===== src/rtl/noc_link_pipe.sv =====
// Pipelined, credit-monitored NoC link: retimes flits forward and credits backward
// by NUM_PIPELINE stages each, and flags credit protocol violations at the upstream port.
module noc_link_pipe #(
  parameter int NUM_PIPELINE      = 1,
  parameter int FLIT_WIDTH        = 64,
  parameter int DEST_WIDTH        = 6,
  parameter int FLIT_BUFFER_DEPTH = 4,
  parameter int CRED_W            = $clog2(FLIT_BUFFER_DEPTH + 1)
) (
  input  logic                  clk_noc,
  input  logic                  rst_noc_sync,
  input  logic [FLIT_WIDTH-1:0] data_in,
  input  logic [DEST_WIDTH-1:0] dest_in,
  input  logic                  is_tail_in,
  input  logic                  send_in,
  output logic                  credit_out,
  output logic [FLIT_WIDTH-1:0] data_out,
  output logic [DEST_WIDTH-1:0] dest_out,
  output logic                  is_tail_out,
  output logic                  send_out,
  input  logic                  credit_in,
  output logic [CRED_W-1:0]     credits_avail,
  output logic                  in_packet,
  output logic [31:0]           flit_count,
  output logic [31:0]           pkt_count,
  output logic                  err_underflow,
  output logic                  err_overflow
);

  localparam int                FWD_W    = FLIT_WIDTH + DEST_WIDTH + 2;
  localparam logic [CRED_W-1:0] CRED_MAX = CRED_W'(FLIT_BUFFER_DEPTH);
  localparam logic [CRED_W-1:0] CRED_ONE = CRED_W'(1);

  logic [FWD_W-1:0]  w_fwd_in;
  logic [FWD_W-1:0]  w_fwd_out;
  logic              w_credit_out;

  logic [CRED_W-1:0] r_credits;
  logic [CRED_W-1:0] w_credits_next;
  logic              w_uf_set;
  logic              w_of_set;
  logic              r_err_underflow;
  logic              r_err_overflow;
  logic              r_in_packet;
  logic [31:0]       r_flit_count;
  logic [31:0]       r_pkt_count;

  assign w_fwd_in = {send_in, is_tail_in, dest_in, data_in};

  generate
    if (NUM_PIPELINE == 0) begin : g_wire
      assign w_fwd_out    = w_fwd_in;
      assign w_credit_out = credit_in;
    end else begin : g_pipe
      logic [FWD_W-1:0]        r_fwd [NUM_PIPELINE];
      logic [NUM_PIPELINE-1:0] r_cred;

      // Free-running shift registers; reset clears payload too so nothing stale leaks out.
      always_ff @(posedge clk_noc) begin
        if (rst_noc_sync) begin
          for (int i = 0; i < NUM_PIPELINE; i++) begin
            r_fwd[i] <= '0;
          end
          r_cred <= '0;
        end else begin
          r_fwd[0]  <= w_fwd_in;
          r_cred[0] <= credit_in;
          for (int i = 1; i < NUM_PIPELINE; i++) begin
            r_fwd[i]  <= r_fwd[i-1];
            r_cred[i] <= r_cred[i-1];
          end
        end
      end

      assign w_fwd_out    = r_fwd[NUM_PIPELINE-1];
      assign w_credit_out = r_cred[NUM_PIPELINE-1];
    end
  endgenerate

  assign send_out    = w_fwd_out[FWD_W-1];
  assign is_tail_out = w_fwd_out[FWD_W-2];
  assign dest_out    = w_fwd_out[FLIT_WIDTH +: DEST_WIDTH];
  assign data_out    = w_fwd_out[FLIT_WIDTH-1:0];
  assign credit_out  = w_credit_out;

  // Credit counter next state; saturates at both ends and raises the matching error.
  always_comb begin
    w_credits_next = r_credits;
    w_uf_set       = 1'b0;
    w_of_set       = 1'b0;
    case ({send_in, w_credit_out})
      2'b10: begin
        if (r_credits == '0) begin
          w_uf_set = 1'b1;
        end else begin
          w_credits_next = r_credits - CRED_ONE;
        end
      end
      2'b01: begin
        if (r_credits == CRED_MAX) begin
          w_of_set = 1'b1;
        end else begin
          w_credits_next = r_credits + CRED_ONE;
        end
      end
      default: begin
        w_credits_next = r_credits;
      end
    endcase
  end

  // Monitor state: credit count and sticky error flags.
  always_ff @(posedge clk_noc) begin
    if (rst_noc_sync) begin
      r_credits       <= CRED_MAX;
      r_err_underflow <= 1'b0;
      r_err_overflow  <= 1'b0;
    end else begin
      r_credits       <= w_credits_next;
      r_err_underflow <= r_err_underflow | w_uf_set;
      r_err_overflow  <= r_err_overflow | w_of_set;
    end
  end

  // Packet tracker; counters wrap silently.
  always_ff @(posedge clk_noc) begin
    if (rst_noc_sync) begin
      r_in_packet  <= 1'b0;
      r_flit_count <= 32'd0;
      r_pkt_count  <= 32'd0;
    end else if (send_in) begin
      r_in_packet  <= ~is_tail_in;
      r_flit_count <= r_flit_count + 32'd1;
      r_pkt_count  <= is_tail_in ? (r_pkt_count + 32'd1) : r_pkt_count;
    end else begin
      r_in_packet  <= r_in_packet;
      r_flit_count <= r_flit_count;
      r_pkt_count  <= r_pkt_count;
    end
  end

  assign credits_avail = r_credits;
  assign err_underflow = r_err_underflow;
  assign err_overflow  = r_err_overflow;
  assign in_packet     = r_in_packet;
  assign flit_count    = r_flit_count;
  assign pkt_count     = r_pkt_count;

endmodule


===== config.mk =====
export PLATFORM = sky130hd
export DESIGN_NAME = noc_link_pipe
export DESIGN_NICKNAME = d
export VERILOG_FILES = /design/src/rtl/noc_link_pipe.sv
export SDC_FILE = /design/constraint.sdc
export NUM_CORES = 1
export LEC_CHECK = 0
export ABC_AREA = 1
export CORE_MARGIN = 8
export CORE_UTILIZATION = 40
export CTS_CLUSTER_SIZE = 10
export DETAILED_ROUTE_END_ITERATION = 10
export DONT_BUFFER_PORTS = 1
export MAX_ROUTING_LAYER = met4
export SLEW_MARGIN = 20
export SYNTH_ARGS = -nofsm -noshare
export SYNTH_HDL_FRONTEND = slang
export SYNTH_SLANG_ARGS = --single-unit
export TNS_END_PERCENT = 1

===== constraint.sdc =====
create_clock -name clk_noc -period 4.65 [get_ports clk_noc]
set_input_delay 0 -clock clk_noc [delete_from_list [all_inputs] [get_ports clk_noc]]
set_output_delay 0 -clock clk_noc [all_outputs]
set_load 0.02 [all_outputs]

# After elaboration in Yosys (flattened, before gate mapping)

Memories as Yosys holds them, arrays and structs flattened.
Index checks and enable logic that the tools add are counted.

Add/subtract/negate cells: 4
Eq/ne operators: 5
Multiplexer cells: 12
Bitwise gates (word level): 3
Reductions and logical operators: 5

Operators with widths:

| operator                                                            | number |
|---|---|
| 72-bit two-way mux                                                  | 1 |
| 72-bit OR reduction                                                 | 1 |
| 32-bit by 1-bit adder with 32-bit output (second input constant)    | 2 |
| 1-bit two-way mux                                                   | 8 |
| 3-bit two-way mux                                                   | 2 |
| 3-bit case mux with 2 select lines                                  | 1 |
| 2-bit != test (second input constant)                               | 2 |
| 3-bit by 1-bit adder with 3-bit output (second input constant)      | 1 |
| 3-bit == test (second input constant)                               | 1 |
| 3-bit zero test                                                     | 1 |
| 3-bit AND reduction                                                 | 1 |
| 3-bit by 1-bit subtractor with 3-bit output (second input constant) | 1 |
| 2-bit by 1-bit == test with 1-bit output (second input constant)    | 1 |
| 2-bit == test (second input constant)                               | 1 |
| 1-bit bitwise OR                                                    | 2 |
| 2-bit AND reduction                                                 | 1 |
| 2-bit nonzero test                                                  | 1 |
| 1-bit NOT                                                           | 1 |

Register bits after elaboration: 71
RAM bits: 72
Input port bits: 75
Logic and storage cells: 37
Memories: 1

Memories:

| memory       | depth | bits a word | read ports | clocked after Yosys merged registers in | write ports | RTL line | source |
|---|---|---|---|---|---|---|---|
| g_pipe.r_fwd | 1     | 72          | 1          | 0                                       | 1           | 55       | `logic [FWD_W-1:0] r_fwd [NUM_PIPELINE];` |

# Logic depth before layout (Yosys ltp)

Word-level depth: 4
Gate-level depth with buffers: 10
Mapped depth without buffers: 10

# Worst setup path before layout

OpenSTA, ideal clock, no wires.

Path kind: reg2reg
Start point: register g_pipe.r_cred, in the netlist credit_out
End point: register r_credits[2], in the netlist credits_avail[2]
Library setup time: 0.125 ns
Data arrival time: 1.549 ns
Path slack: 2.976 ns
Stages on the path, launching flop included: 8
Path buffers: 0
Clock period less this slack: 1.674 ns
Cell sequence: dfxtp_1 -> inv_1 -> nor2_1 -> inv_1 -> fa_1 -> xor2_1 -> o21ai_0 -> nand3_1

Longest elaborated chain between the ends: 3
Elaborated cells on any way between the ends: 7
Classes of those cells: 4 x eq/ne; 1 x mux; 2 x reduce/logical

Ends and longest elaborated chain:

| element                                                                   | RTL line | source |
|---|---|---|
| start, declared                                                           | 56       | `logic [NUM_PIPELINE-1:0] r_cred;` |
| start signal, assigned by index                                           | 70       | `r_cred[i] <= r_cred[i-1];` |
| 2-bit by 1-bit == test with 1-bit output or 2-bit == test (tied branches) | 91       | `case ({send_in, w_credit_out})` |
| 2-bit != test (no line) or 2-bit nonzero test (tied branches)             | --       |  |
| 3-bit AND reduction (no line)                                             | --       |  |
| end signal, assigned                                                      | 119      | `r_credits <= w_credits_next;` |
| end, declared                                                             | 38       | `logic [CRED_W-1:0] r_credits;` |

Several ways; a longest one is shown, not always the timed one.
A chain may end at the register's enable or synchronous reset.

# Worst setup path after layout

Start point: input port send_in
End point: register r_pkt_count[31], in the netlist pkt_count[31]

Longest elaborated chain between the ends: 1

Ends and longest elaborated chain:

| element                       | RTL line | source |
|---|---|---|
| start, declared               | 15       | `input logic send_in,` |
| 2-bit AND reduction (no line) | --       |  |
| end signal, assigned          | 134      | `r_pkt_count <= is_tail_in ? (r_pkt_count + 32'd1) : r_pkt_count;` |
| end signal, assigned          | 138      | `r_pkt_count <= r_pkt_count;` |
| end, declared                 | 46       | `logic [31:0] r_pkt_count;` |

No other way between the ends.

==> metrics.cfg <==
[run_status]
outcome=finished, final reports clean

[drt]
wire_per_inst_um=15.79
drc=0
totalWireLength_um=16940
vias=5034
via_per_inst=4.692
ant_nets=0
drt_iter0_drc=240
dr.pass1.iters=4

[setup_path]
path_buf_inv=3
path_cells=dlygate4sd3_1 -> nand2_4 -> dlygate4sd3_1 -> inv_1 -> nand2_1 -> nor2_1 -> nand3_1 -> o21ai_0 -> nor2_1
cpPeakStageDelay_ns=0.99
cp_max_fo=13
cp_data_required_time_ns=4.96
end_kind=flip-flop
critical_path_arrival_ns=2.64
critPathSlowestCell=dlygate4sd3_1
worst_setup_path_start_kind=input port
cp_top_family=buffers and inverters
worst-setup-path-type=input port to flip-flop

[layout]
final_core_util_pct=51.01
fin_nets=954
num_antenna_cells=0
layout.cells.non_filler=1073
syn_to_final_growth_pct=26.99
final_cell_mix=nor2_1, dfxtp_1, inv_1
final_common_cell=nor2_1
fill_cells=1371
drive_gt1_share_pct=6.412

[yosys]
ys_types=35
yosysWarnings=0
netlist_area_um2=5749
avgSynthCellArea_um2=7.250
syn_inst=793
synth-seq-cells=143
synth_nets=871
ys_seq_area_share_pct=49.79

[clocking]
cts.repair.resized=0
path_clk_slew_ns=0.06
cts_root_buf=clkbuf_16
clock_latency_ns=0.41
htreeDepth=4
cts_setup_buffers=0
cts_buffer_depth=2
numCtsBuffers=17
tritoncts_num_sinks=143
cts_tree=built

[die]
coreArea_um2=14310
die_x_um=135.9
ios=218
initial_core_util_pct=40.17
fp.dieH_um=135.9
rows=44
die-area_um2=18470

[placement]
pre_cts_ws_ns=2.756
io_buffer_count=0
dp_hpwl_um=11710
gp_congestion=0.8141
dpl.cell_count=962

[timing]
relSlewSlack_pct=52.97
final_hold_viol_count=0
max_freq_ghz=0.4289
whs_ns=0.05094
tightestPinTransition_ns=0.7031
fin_ws_ns=2.318
setup_viol=0
period_share_pct=50.14
tns_ns=0
finClkSkew_ns=0.006302
finalMaxSlewViolations=0
min_period_ns=2.332
rsz0062_at_grt=false

[grt]
antenna_found_initial=0
grt_max_degree=99
grt_pass1_wl_um=26450
first_global_vias=4964
grtUsageTotal_pct=18.98
grt-ovfl-total=0

[power]
p_sw_mw=0.7028
p_seq_share_pct=48.1
vdd_ir_drop_max_v=0.0003154
p_sw_share_pct=24.93
p_clk_share_pct=46.6
power_frac_comb_pct=5.3
leakage_nw=3.167
power_density_nw_per_um2=386.2
p_int_mw=2.117

[worst_hold_path]
hold_class=input port to flip-flop

[job]
max_cap_viol_count=0

flip-flops by register name, summed over array words and instances, names as in the netlist:
register	cells
err_overflow	1
in_packet	1
flit_count	32
g_pipe.r_fwd	72
credits_avail	3
pkt_count	32
err_underflow	1
credit_out	1
worst paths after layout:
path                  from  slack, ns          endpoint  cells after the start
max                send_in       2.32     pkt_count[31]                      9
min                send_in       0.05    flit_count[19]                      5
max reg2reg     credit_out       2.77  credits_avail[2]                      7
min reg2reg  err_underflow       0.56     err_underflow                      2
worst register-to-register path, stage by stage (launching register included):
cell,delay [ns]
dfxtp_1,0.48
inv_1,0.09
nor2_1,0.25
inv_1,0.10
fa_1,0.38
xor2_1,0.18
o21ai_0,0.19
nand3_1,0.08
through the flow:
step | power [mW] | area [um^2]
detailed placement | 1.459 | 5913
floorplan | 1.440 | 5749
global route | 2.926 | 7301
global placement | 1.458 | 5913
finish | 2.819 | 7301
CTS | 2.849 | 7301
synth_stat cells:
cell      number  share of area [%]
clkinv_1       1              0.065
dfxtp_1      143                 50
nor2_4         9                1.8
fa_1           1               0.35
buf_2          2               0.17
or2_2          1               0.11
inv_1        142                9.3
inv_2          1              0.065
a21oi_1       31                2.7
xnor2_1        2               0.30
nand3_4        1               0.30
nor3_1        11               0.96
nor2_2         4               0.44
nand3_1       39                3.4
xor2_1         8                1.2
nor2_1       185                 12
ha_1           2               0.44
buf_1          1              0.065
o21ai_0       22                1.9
clkbuf_1      11               0.72
nand2_4        1               0.20
o21a_1         4               0.52
nor3_2         1               0.17
a31oi_1        3               0.33
buf_6          1               0.20
nand2_2        2               0.22
nand2_1      138                9.0
a21o_1         1               0.13
nand4_1       16                1.7
nand3b_1       1               0.13
buf_4          1               0.13
and3_1         1               0.11
nor3b_2        2               0.44
nor3b_1        3               0.39
nand3_2        1               0.17
cell families after synthesis:
kind of cell | share of synthesized area [%]
xor gates and xnor gates | 1.523
DFF | 49.79
AOI/OAI and AO/OA | 5.593
and+or+nand+nor | 31.62
adders and majority gates | 0.7834
buffers and inverters | 10.69
area by class of cell:
type,instances,area (um^2),area share (%)
clock buffers,19,452.9,6.204
multi-input cells,490,2272,31.12
clock inverters,13,126.4,1.731
flip-flops and latches,143,2863,39.21
repair buffers,80,815.8,11.17
well taps,184,230.2,3.153
inverters,144,540.5,7.404
timing repair:
action,CTS,global route
endpoints found under the hold margin,114,0
hold buffers,79,0
endpoints found under the setup margin,0,0
layer usage:
metal | wire length, um | GRT usage (%) | vias up
li1 | - | - | 2589
met1 | 6800 | 20.72 | 2248
met2 | 7990 | 30.28 | 184
met3 | 1943 | 9.128 | 13
met4 | 209 | 5.369 | 0
met5 | 0 | - | -
power by group through the flow:
| stage | combinational (mW) | sequential (mW) | clock, mW |
|---|---|---|---|
| floorplan | 0.0737 | 1.37 | 0 |
| global placement | 0.0718 | 1.39 | 0 |
| detailed placement | 0.0746 | 1.38 | 0 |
| CTS | 0.144 | 1.36 | 1.35 |
| global route | 0.164 | 1.36 | 1.40 |
| finish | 0.148 | 1.36 | 1.31 |
(Power assumes the default switching activity.)
